`src/rtl/sccb_pkg.sv`:
```
// Shared types and constants for the SCCB master: FSM state encoding,
// per-quarter SIO_C/SIO_D levels for START/STOP/GAP and the byte selector.
package sccb_pkg;

    typedef enum logic [2:0] {
        ST_IDLE  = 3'd0,
        ST_START = 3'd1,
        ST_BYTE  = 3'd2,
        ST_STOP  = 3'd3,
        ST_GAP   = 3'd4,
        ST_RESP  = 3'd5
    } sccb_state_e;

    localparam logic [6:0] OV7670_ID = 7'h21;

    // Bit q of each constant is the line level during quarter q.
    localparam logic [3:0] START_C = 4'b0011;
    localparam logic [3:0] START_D = 4'b0001;
    localparam logic [3:0] STOP_C  = 4'b1110;
    localparam logic [3:0] STOP_D  = 4'b1100;
    localparam logic [3:0] GAP_C   = 4'b1111;
    localparam logic [3:0] GAP_D   = 4'b1111;
    localparam logic [3:0] BIT_C   = 4'b1100;

    localparam logic [3:0] BITS_PER_BYTE = 4'd8;

    // Byte driven in a given phase/slot; the read phase only ever drives the ID byte.
    function automatic logic [7:0] select_byte(
        input logic [6:0] dev,
        input logic [7:0] reg_addr,
        input logic [7:0] wdata,
        input logic       phase,
        input logic [1:0] idx
    );
        logic [7:0] b;
        if (phase) begin
            b = {dev, 1'b1};
        end else begin
            case (idx)
                2'd0:    b = {dev, 1'b0};
                2'd1:    b = reg_addr;
                default: b = wdata;
            endcase
        end
        return b;
    endfunction

endpackage

```
`src/rtl/sccb_quarter_tick.sv`:
```
// Quarter-period prescaler: one-cycle qtick every CLK_DIV clocks, held at zero
// while clear is high so the first quarter after clear is full length.
module sccb_quarter_tick #(
    parameter int CLK_DIV = 250
) (
    input  logic clk,
    input  logic reset_,
    input  logic clear,
    output logic qtick
);

    localparam int CNT_W = $clog2(CLK_DIV);
    localparam logic [CNT_W-1:0] CNT_MAX = CNT_W'(CLK_DIV - 1);

    logic [CNT_W-1:0] cnt_q, cnt_d;

    always_comb begin
        cnt_d = cnt_q + CNT_W'(1);
        if (clear || (cnt_q == CNT_MAX)) begin
            cnt_d = '0;
        end
    end

    always_ff @(posedge clk or negedge reset_) begin
        if (!reset_) begin
            cnt_q <= '0;
        end else begin
            cnt_q <= cnt_d;
        end
    end

    assign qtick = !clear && (cnt_q == CNT_MAX);

endmodule

```
`src/rtl/sccb_master.sv`:
```
// SCCB master for OV7670 register access: one 3-phase write or 2+2-phase read
// per command, read byte returned on the rsp_* port.
module sccb_master
    import sccb_pkg::*;
#(
    parameter int CLK_DIV = 250
) (
    input  logic       clk,
    input  logic       reset_,
    input  logic       cmd_valid,
    output logic       cmd_ready,
    input  logic       cmd_read,
    input  logic [6:0] cmd_dev_addr,
    input  logic [7:0] cmd_reg_addr,
    input  logic [7:0] cmd_wdata,
    output logic       rsp_valid,
    input  logic       rsp_ready,
    output logic [7:0] rsp_data,
    output logic       busy,
    output logic       sioc,
    output logic       siod_o,
    output logic       siod_oe,
    input  logic       siod_i
);

    // Handshakes: a transfer happens on a clk edge where valid && ready are both
    // high; cmd_ready is high only in IDLE, and rsp_valid/rsp_data hold in RESP
    // until rsp_ready is seen.

    sccb_state_e state_q, state_d;
    logic [1:0]  quarter_q, quarter_d;
    logic [3:0]  bit_cnt_q, bit_cnt_d;
    logic [1:0]  byte_idx_q, byte_idx_d;
    logic        phase_q, phase_d;
    logic        read_q, read_d;
    logic [6:0]  dev_q, dev_d;
    logic [7:0]  reg_addr_q, reg_addr_d;
    logic [7:0]  wdata_q, wdata_d;
    logic [7:0]  shift_q, shift_d;
    logic [7:0]  rsp_data_q, rsp_data_d;
    logic        rsp_valid_q, rsp_valid_d;
    logic        cmd_ready_q, cmd_ready_d;
    logic        busy_q, busy_d;
    logic        sioc_q, sioc_d;
    logic        siod_o_q, siod_o_d;
    logic        siod_oe_q, siod_oe_d;

    logic        qtick;
    logic        last_byte;
    logic        rx_byte_d;
    logic [7:0]  tx_byte;
    logic [2:0]  bit_sel;

    sccb_quarter_tick #(
        .CLK_DIV (CLK_DIV)
    ) u_quarter_tick (
        .clk    (clk),
        .reset_ (reset_),
        .clear  (state_q == ST_IDLE),
        .qtick  (qtick)
    );

    // Reads end after the register byte in phase 0 and after the data byte in phase 1.
    assign last_byte = read_q ? (byte_idx_q == 2'd1) : (byte_idx_q == 2'd2);

    always_comb begin
        state_d    = state_q;
        quarter_d  = quarter_q;
        bit_cnt_d  = bit_cnt_q;
        byte_idx_d = byte_idx_q;
        phase_d    = phase_q;
        read_d     = read_q;
        dev_d      = dev_q;
        reg_addr_d = reg_addr_q;
        wdata_d    = wdata_q;
        shift_d    = shift_q;
        rsp_data_d = rsp_data_q;

        case (state_q)
            ST_IDLE: begin
                if (cmd_valid && cmd_ready_q) begin
                    state_d    = ST_START;
                    quarter_d  = 2'd0;
                    bit_cnt_d  = BITS_PER_BYTE;
                    byte_idx_d = 2'd0;
                    phase_d    = 1'b0;
                    read_d     = cmd_read;
                    dev_d      = cmd_dev_addr;
                    reg_addr_d = cmd_reg_addr;
                    wdata_d    = cmd_wdata;
                end
            end
            ST_RESP: begin
                if (rsp_ready) begin
                    state_d = ST_IDLE;
                end
            end
            default: begin
                if (qtick) begin
                    quarter_d = quarter_q + 2'd1;
                    // SIO_D is sampled as the q2 quarter ends, mid-way through SIO_C high.
                    if ((state_q == ST_BYTE) && (quarter_q == 2'd2) && phase_q &&
                        (byte_idx_q == 2'd1) && (bit_cnt_q != 4'd0)) begin
                        shift_d = {shift_q[6:0], siod_i};
                    end
                    if (quarter_q == 2'd3) begin
                        case (state_q)
                            ST_START: state_d = ST_BYTE;
                            ST_BYTE: begin
                                if (bit_cnt_q != 4'd0) begin
                                    bit_cnt_d = bit_cnt_q - 4'd1;
                                end else if (last_byte) begin
                                    state_d = ST_STOP;
                                end else begin
                                    byte_idx_d = byte_idx_q + 2'd1;
                                    bit_cnt_d  = BITS_PER_BYTE;
                                end
                            end
                            ST_STOP: begin
                                if (!read_q) begin
                                    state_d = ST_IDLE;
                                end else if (!phase_q) begin
                                    state_d = ST_GAP;
                                end else begin
                                    state_d    = ST_RESP;
                                    rsp_data_d = shift_q;
                                end
                            end
                            ST_GAP: begin
                                state_d    = ST_START;
                                phase_d    = 1'b1;
                                byte_idx_d = 2'd0;
                                bit_cnt_d  = BITS_PER_BYTE;
                            end
                            default: state_d = ST_IDLE;
                        endcase
                    end
                end
            end
        endcase
    end

    // Bus levels are computed from the next state so the registered pins line up
    // with the state they belong to.
    assign tx_byte   = select_byte(dev_d, reg_addr_d, wdata_d, phase_d, byte_idx_d);
    assign bit_sel   = 3'(bit_cnt_d - 4'd1);
    assign rx_byte_d = phase_d && (byte_idx_d == 2'd1);

    always_comb begin
        sioc_d    = 1'b1;
        siod_o_d  = 1'b1;
        siod_oe_d = 1'b1;
        case (state_d)
            ST_START: begin
                sioc_d   = START_C[quarter_d];
                siod_o_d = START_D[quarter_d];
            end
            ST_STOP: begin
                sioc_d   = STOP_C[quarter_d];
                siod_o_d = STOP_D[quarter_d];
            end
            ST_GAP: begin
                sioc_d   = GAP_C[quarter_d];
                siod_o_d = GAP_D[quarter_d];
            end
            ST_BYTE: begin
                sioc_d = BIT_C[quarter_d];
                if (bit_cnt_d == 4'd0) begin
                    // Ninth bit: released after written bytes, driven high (NA) after the read byte.
                    siod_oe_d = rx_byte_d;
                end else if (rx_byte_d) begin
                    siod_oe_d = 1'b0;
                end else begin
                    siod_o_d = tx_byte[bit_sel];
                end
            end
            default: ;
        endcase
        cmd_ready_d = (state_d == ST_IDLE);
        busy_d      = (state_d != ST_IDLE);
        rsp_valid_d = (state_d == ST_RESP);
    end

    always_ff @(posedge clk or negedge reset_) begin
        if (!reset_) begin
            state_q     <= ST_IDLE;
            quarter_q   <= 2'd0;
            bit_cnt_q   <= 4'd0;
            byte_idx_q  <= 2'd0;
            phase_q     <= 1'b0;
            read_q      <= 1'b0;
            dev_q       <= 7'd0;
            reg_addr_q  <= 8'd0;
            wdata_q     <= 8'd0;
            shift_q     <= 8'd0;
            rsp_data_q  <= 8'd0;
            rsp_valid_q <= 1'b0;
            cmd_ready_q <= 1'b1;
            busy_q      <= 1'b0;
            sioc_q      <= 1'b1;
            siod_o_q    <= 1'b1;
            siod_oe_q   <= 1'b1;
        end else begin
            state_q     <= state_d;
            quarter_q   <= quarter_d;
            bit_cnt_q   <= bit_cnt_d;
            byte_idx_q  <= byte_idx_d;
            phase_q     <= phase_d;
            read_q      <= read_d;
            dev_q       <= dev_d;
            reg_addr_q  <= reg_addr_d;
            wdata_q     <= wdata_d;
            shift_q     <= shift_d;
            rsp_data_q  <= rsp_data_d;
            rsp_valid_q <= rsp_valid_d;
            cmd_ready_q <= cmd_ready_d;
            busy_q      <= busy_d;
            sioc_q      <= sioc_d;
            siod_o_q    <= siod_o_d;
            siod_oe_q   <= siod_oe_d;
        end
    end

    assign cmd_ready = cmd_ready_q;
    assign rsp_valid = rsp_valid_q;
    assign rsp_data  = rsp_data_q;
    assign busy      = busy_q;
    assign sioc      = sioc_q;
    assign siod_o    = siod_o_q;
    assign siod_oe   = siod_oe_q;

endmodule

```
`config.mk`:
```
export PLATFORM = sky130hd
export DESIGN_NAME = sccb_master
export DESIGN_NICKNAME = d
export VERILOG_FILES = /design/src/rtl/sccb_pkg.sv /design/src/rtl/sccb_quarter_tick.sv /design/src/rtl/sccb_master.sv
export SDC_FILE = /design/constraint.sdc
export NUM_CORES = 1
export LEC_CHECK = 0
export CORE_MARGIN = 4
export CORE_UTILIZATION = 30
export CTS_CLUSTER_DIAMETER = 200
export CTS_CLUSTER_SIZE = 40
export DETAILED_ROUTE_END_ITERATION = 8
export PLACE_DENSITY = 0.44
export SLEW_MARGIN = 20
export SYNTH_ARGS = -nofsm -noshare
export SYNTH_HDL_FRONTEND = slang
export SYNTH_SLANG_ARGS = --single-unit
```
`constraint.sdc`:
```
create_clock -name clk -period 3.3 [get_ports clk]
set_input_delay 0.33 -clock clk [delete_from_list [all_inputs] [get_ports clk]]
set_output_delay 0.33 -clock clk [all_outputs]
set_load 0.01 [all_outputs]
```
==> results of run 1 <==
==> routing by layer <==
metal | global-route usage, % | part of all wire, % | vias to the layer above
met1 | 17.6 | 46 | 1315
li1 | - | - | 1335
met3 | 3.60 | 5.3 | 13
met4 | 4.66 | 1.8 | 0
met2 | 21.7 | 47 | 71
met5 | 0 | 0 | -
==> synth_stat cells, types with 6 or more instances <==
| library cell | count |
|---|---|
| dfrtp_1 | 62 |
| nand2_1 | 41 |
| mux2_2 | 28 |
| nor2_1 | 21 |
| a21oi_1 | 19 |
| nand3_1 | 15 |
| inv_1 | 13 |
| ha_1 | 11 |
| o21ai_0 | 9 |
| and3_1 | 6 |
| o211ai_1 | 6 |
| xor2_1 | 6 |
==> worst max-delay path: stages, from the launching register on <==
cell and delay, ns:
dfrtp_1 0.44, inv_1 0.10, ha_1 0.20, or3b_4 0.43
o21ai_1 0.14, a21boi_1 0.11, nor2_4 0.19, inv_2 0.10
ha_1 0.38, a21oi_1 0.06, nand3_1 0.11, a41oi_1 0.13
o311ai_1 0.31, o311a_1 0.21
==> power breakdown <==
part	total [uW]	internal, uW	switching [uW]
combinational	649	315	334
clock	1020	659	363
sequential	1120	1010	111
total	2800	1990	808
==> layout make-up <==
type	count	share of cell area, %
inverter	16	1.38
tap	143	3.95
clock buffer	9	4.98
multi-input combinational	246	39.7
sequential	66	36.6
clock inverter	7	2.07
timing repair buffer	55	11.3
==> through the flow <==
stage / cells / setup WS, ns
after CTS: 542 / 0.289
after global routing: 542 / 0.0357
after detailed placement: 526 / 0.342
final: 542 / 0.338
after floorplan: 338 / 0.594
after global placement: 526 / 0.346
==> sequential cells by signal (all words and copies together), names as in the netlist <==
| signal | count |
|---|---|
| siod_o | 1 |
| bit_cnt_q | 4 |
| dev_q | 7 |
| sioc | 1 |
| cmd_ready | 1 |
| rsp_valid | 1 |
| byte_idx_q | 2 |
| wdata_q | 8 |
| quarter_q | 2 |
| u_quarter_tick.cnt_q | 8 |
| busy | 1 |
| phase_q | 1 |
| shift_q | 8 |
| reg_addr_q | 8 |
| siod_oe | 1 |
| state_q | 3 |
| rsp_data | 8 |
| read_q | 1 |
==> logic make-up after synthesis <==
group / count (synthesis)
adder cells (fa/ha/maj): 11
XOR/XNOR: 10
AND/OR/NAND/NOR: 120
AO/OA/AOI/OAI: 70
flip-flops: 66
multiplexers: 35
buffers and inverters: 26
==> final timing paths <==
kind,endpoint,slack (ns),depth (start not counted)
max,siod_o,0.34,13
min,dev_q[2],0.08,1
max reg2reg,siod_o,0.34,13
min reg2reg,reg_addr_q[7],0.48,1
max in group asynchronous,dev_q[0],2.44,2
min in group clk,reg_addr_q[7],0.48,1
==> cell usage in the layout (no fill, tap or decap), types with 5 or more instances in the layout <==
master,instances
o211ai_1,6
xor2_1,6
dfrtp_1,62
nor2_1,21
ha_1,11
inv_1,13
nand2_1,41
buf_4,13
clkdlybuf4s50_1,41
a21oi_1,18
and3_1,6
mux2_2,28
o21ai_0,9
clkbuf_16,9
nand3_1,15
nand2b_1,5
==> results by group, run 1 <==
Power and ir drop
  • Total power divided by cell area: slightly above 600 mW/mm2
  • Maximum vdd ir drop: around 0.23 mV
  • Post-route total power: roughly 2800 uW
  • Leak pwr: between 0.0015 and 0.002 uW

Yosys
  • Share of Yosys cell area claimed by the top area cell type: a little over two fifths
  • Warnings from Yosys: 0
  • Post-synthesis share of cell area spent on and, or, nand and nor gates: between 10% and 20%
  • Dominant combinational cell family by area after synthesis: simple AND/OR/NAND/NOR gates
  • Syn_nets: approximately 380
  • FF+latch count, synth: between 60 and 70
  • Async set-reset flop share out of synthesis: 100%
  • Cells after synthesis: roughly 340
  • Area of the mapped netlist: 0.00358 mm2
  • Adder and majority cell fraction of the synthesized area: approximately 3.8%
  • Post-synthesis cell type with the largest combined area: dfrtp_1
  • Post-synthesis compound-gate area fraction: between 10% and 20%
  • Multiplexer share of the synthesized area: between 10% and 20%
  • Mapped Avg Cell Area: 10.6 um2
  • Sequential-to-total area share from yosys stat: 46.3%
  • Number of flops mapped to enable cells by yosys: 0
  • Top cells by area in the synthesized netlist: dfrtp_1 43%, mux2_2 8.8%, nand2_1 4.3%
  • Library cells used by synthesis: a little over 70
  • Post-synthesis share of cell area spent on xor and xnor gates: between 2 and 2.5%
  • Primary FF master, synth: dfrtp_1

STA
  • Setup Skew: around 0.0097 ns
  • Total setup violations reported at the end of the flow: 0
  • Highest clock frequency the design can meet: around 340 MHz
  • Min Tclk post-route: 2.96 ns
  • Accumulated negative setup slack: 0 ns
  • Tightest hold margin: 0.0808 ns
  • Unrepaired setup endpoints after global routing: no
  • Worst-case headroom to the max-slew limit: 44.8%
  • Portion of the clock cycle consumed by the worst path in the final layout: 89.8%
  • Final Max Tran Viols: 0
  • Final Hold Vio Count: 0
  • Slew at the pin closest to its max-slew limit: slightly above 0.8 ns

Global routing
  • Antenna violations before repair: 0
  • Total congestion overflow after global routing: 0
  • Global routing usage summed across all routing layers: between 10% and 20%
  • Via count of the first global-routing pass: around 2700
  • Maximum number of pins on one net before global-route repair: 35
  • Global-route wire length before repair: 14300 um

Worst hold path
  • Path type of the worst min-delay path: primary input to asynchronous set/reset pin

Detailed routing
  • Wire length reported by the detailed router: slightly below 9000 um
  • Count of routing violations after the opening detailed-route iteration: between 150 and 200
  • Antenna Nets Post-Route: 0
  • Detailed-routing iteration count for the pre-antenna-repair pass: 4
  • Routed wirelength normalized by instance count: about 16 um
  • Routed via count: roughly 2700
  • Post-detailed-route DRC marker count: 0
  • Vias per Instance: 5.04

Placement
  • Post-placement cell area: ~0.0042 mm2
  • Routability congestion estimate from global placement: just over 0.9
  • Final HPWL DP: approximately 6500 um
  • PortBufs: between 40 and 50

Die
  • Initial core utilization: 30.9%
  • Floorplan row count: 39
  • Core region area: 0.0116 mm2
  • I/O pins: 43
  • Die span in x: between 100 and 150 um
  • Die boundary height: between 100 and 150 um
  • Die Outline Area: about 0.014 mm2

Clocking
  • Clock insertion delay at the later pin of the skew report: around 0.33 ns
  • Count of instances resized after the clock tree is built: 0
  • Number of buffers inserted during clock tree synthesis: 9
  • Largest buffer count on any clock path: 2
  • Number of setup buffers added after CTS: 0
  • Clock tree from TritonCTS: done
  • Clock slew at reported path FFs: approximately 0.06 ns
  • Clk sink count: between 60 and 70
  • Cell chosen for the clock root: clkbuf_16
  • CTS Hold Bufs: 0
  • Max H-tree Level: 3

Worst setup path
  • Worst setup EP type: flip-flop
  • CP max FO: 6
  • CP startpoint: bit_cnt_q[0]
  • Data arrival time at the worst-slack endpoint: between 3 and 4 ns
  • Worst setup path category: flip-flop to flip-flop
  • Startpoint kind of the worst setup timing path: flip-flop
  • Critical register-to-register path startpoint: bit_cnt_q[0]
  • CP required: about 3.6 ns

Final layout
  • Area growth syn-to-layout: 26.6%
  • Fin util: between 30 and 40%
  • Filler cell count in the final layout: between 1000 and 1500
  • Total number of nets in the final design: roughly 430
  • Post-layout instance area: between 0.004 and 0.005 mm2
  • Multi-input combinational cell area: about 0.0018 mm2
  • Fraction of final layout cells sized beyond drive strength 1: ~22%
  • Area taken by flip-flops and latches: around 0.0017 mm2
  • Ant. Diodes: 0

Run status
  • Outcome: finished, final reports clean

Flow run
  • Max cap viols: 0
Power figures use the tool's default switching activity.
==> run 2, diff against run 1 <==
Settings changed: CAP_MARGIN from default to 20, GPL_ROUTABILITY_DRIVEN from default to 0.
==> results of run 2 <==
Same layout as run 1: the final DEF is identical, and so are final timing and power.
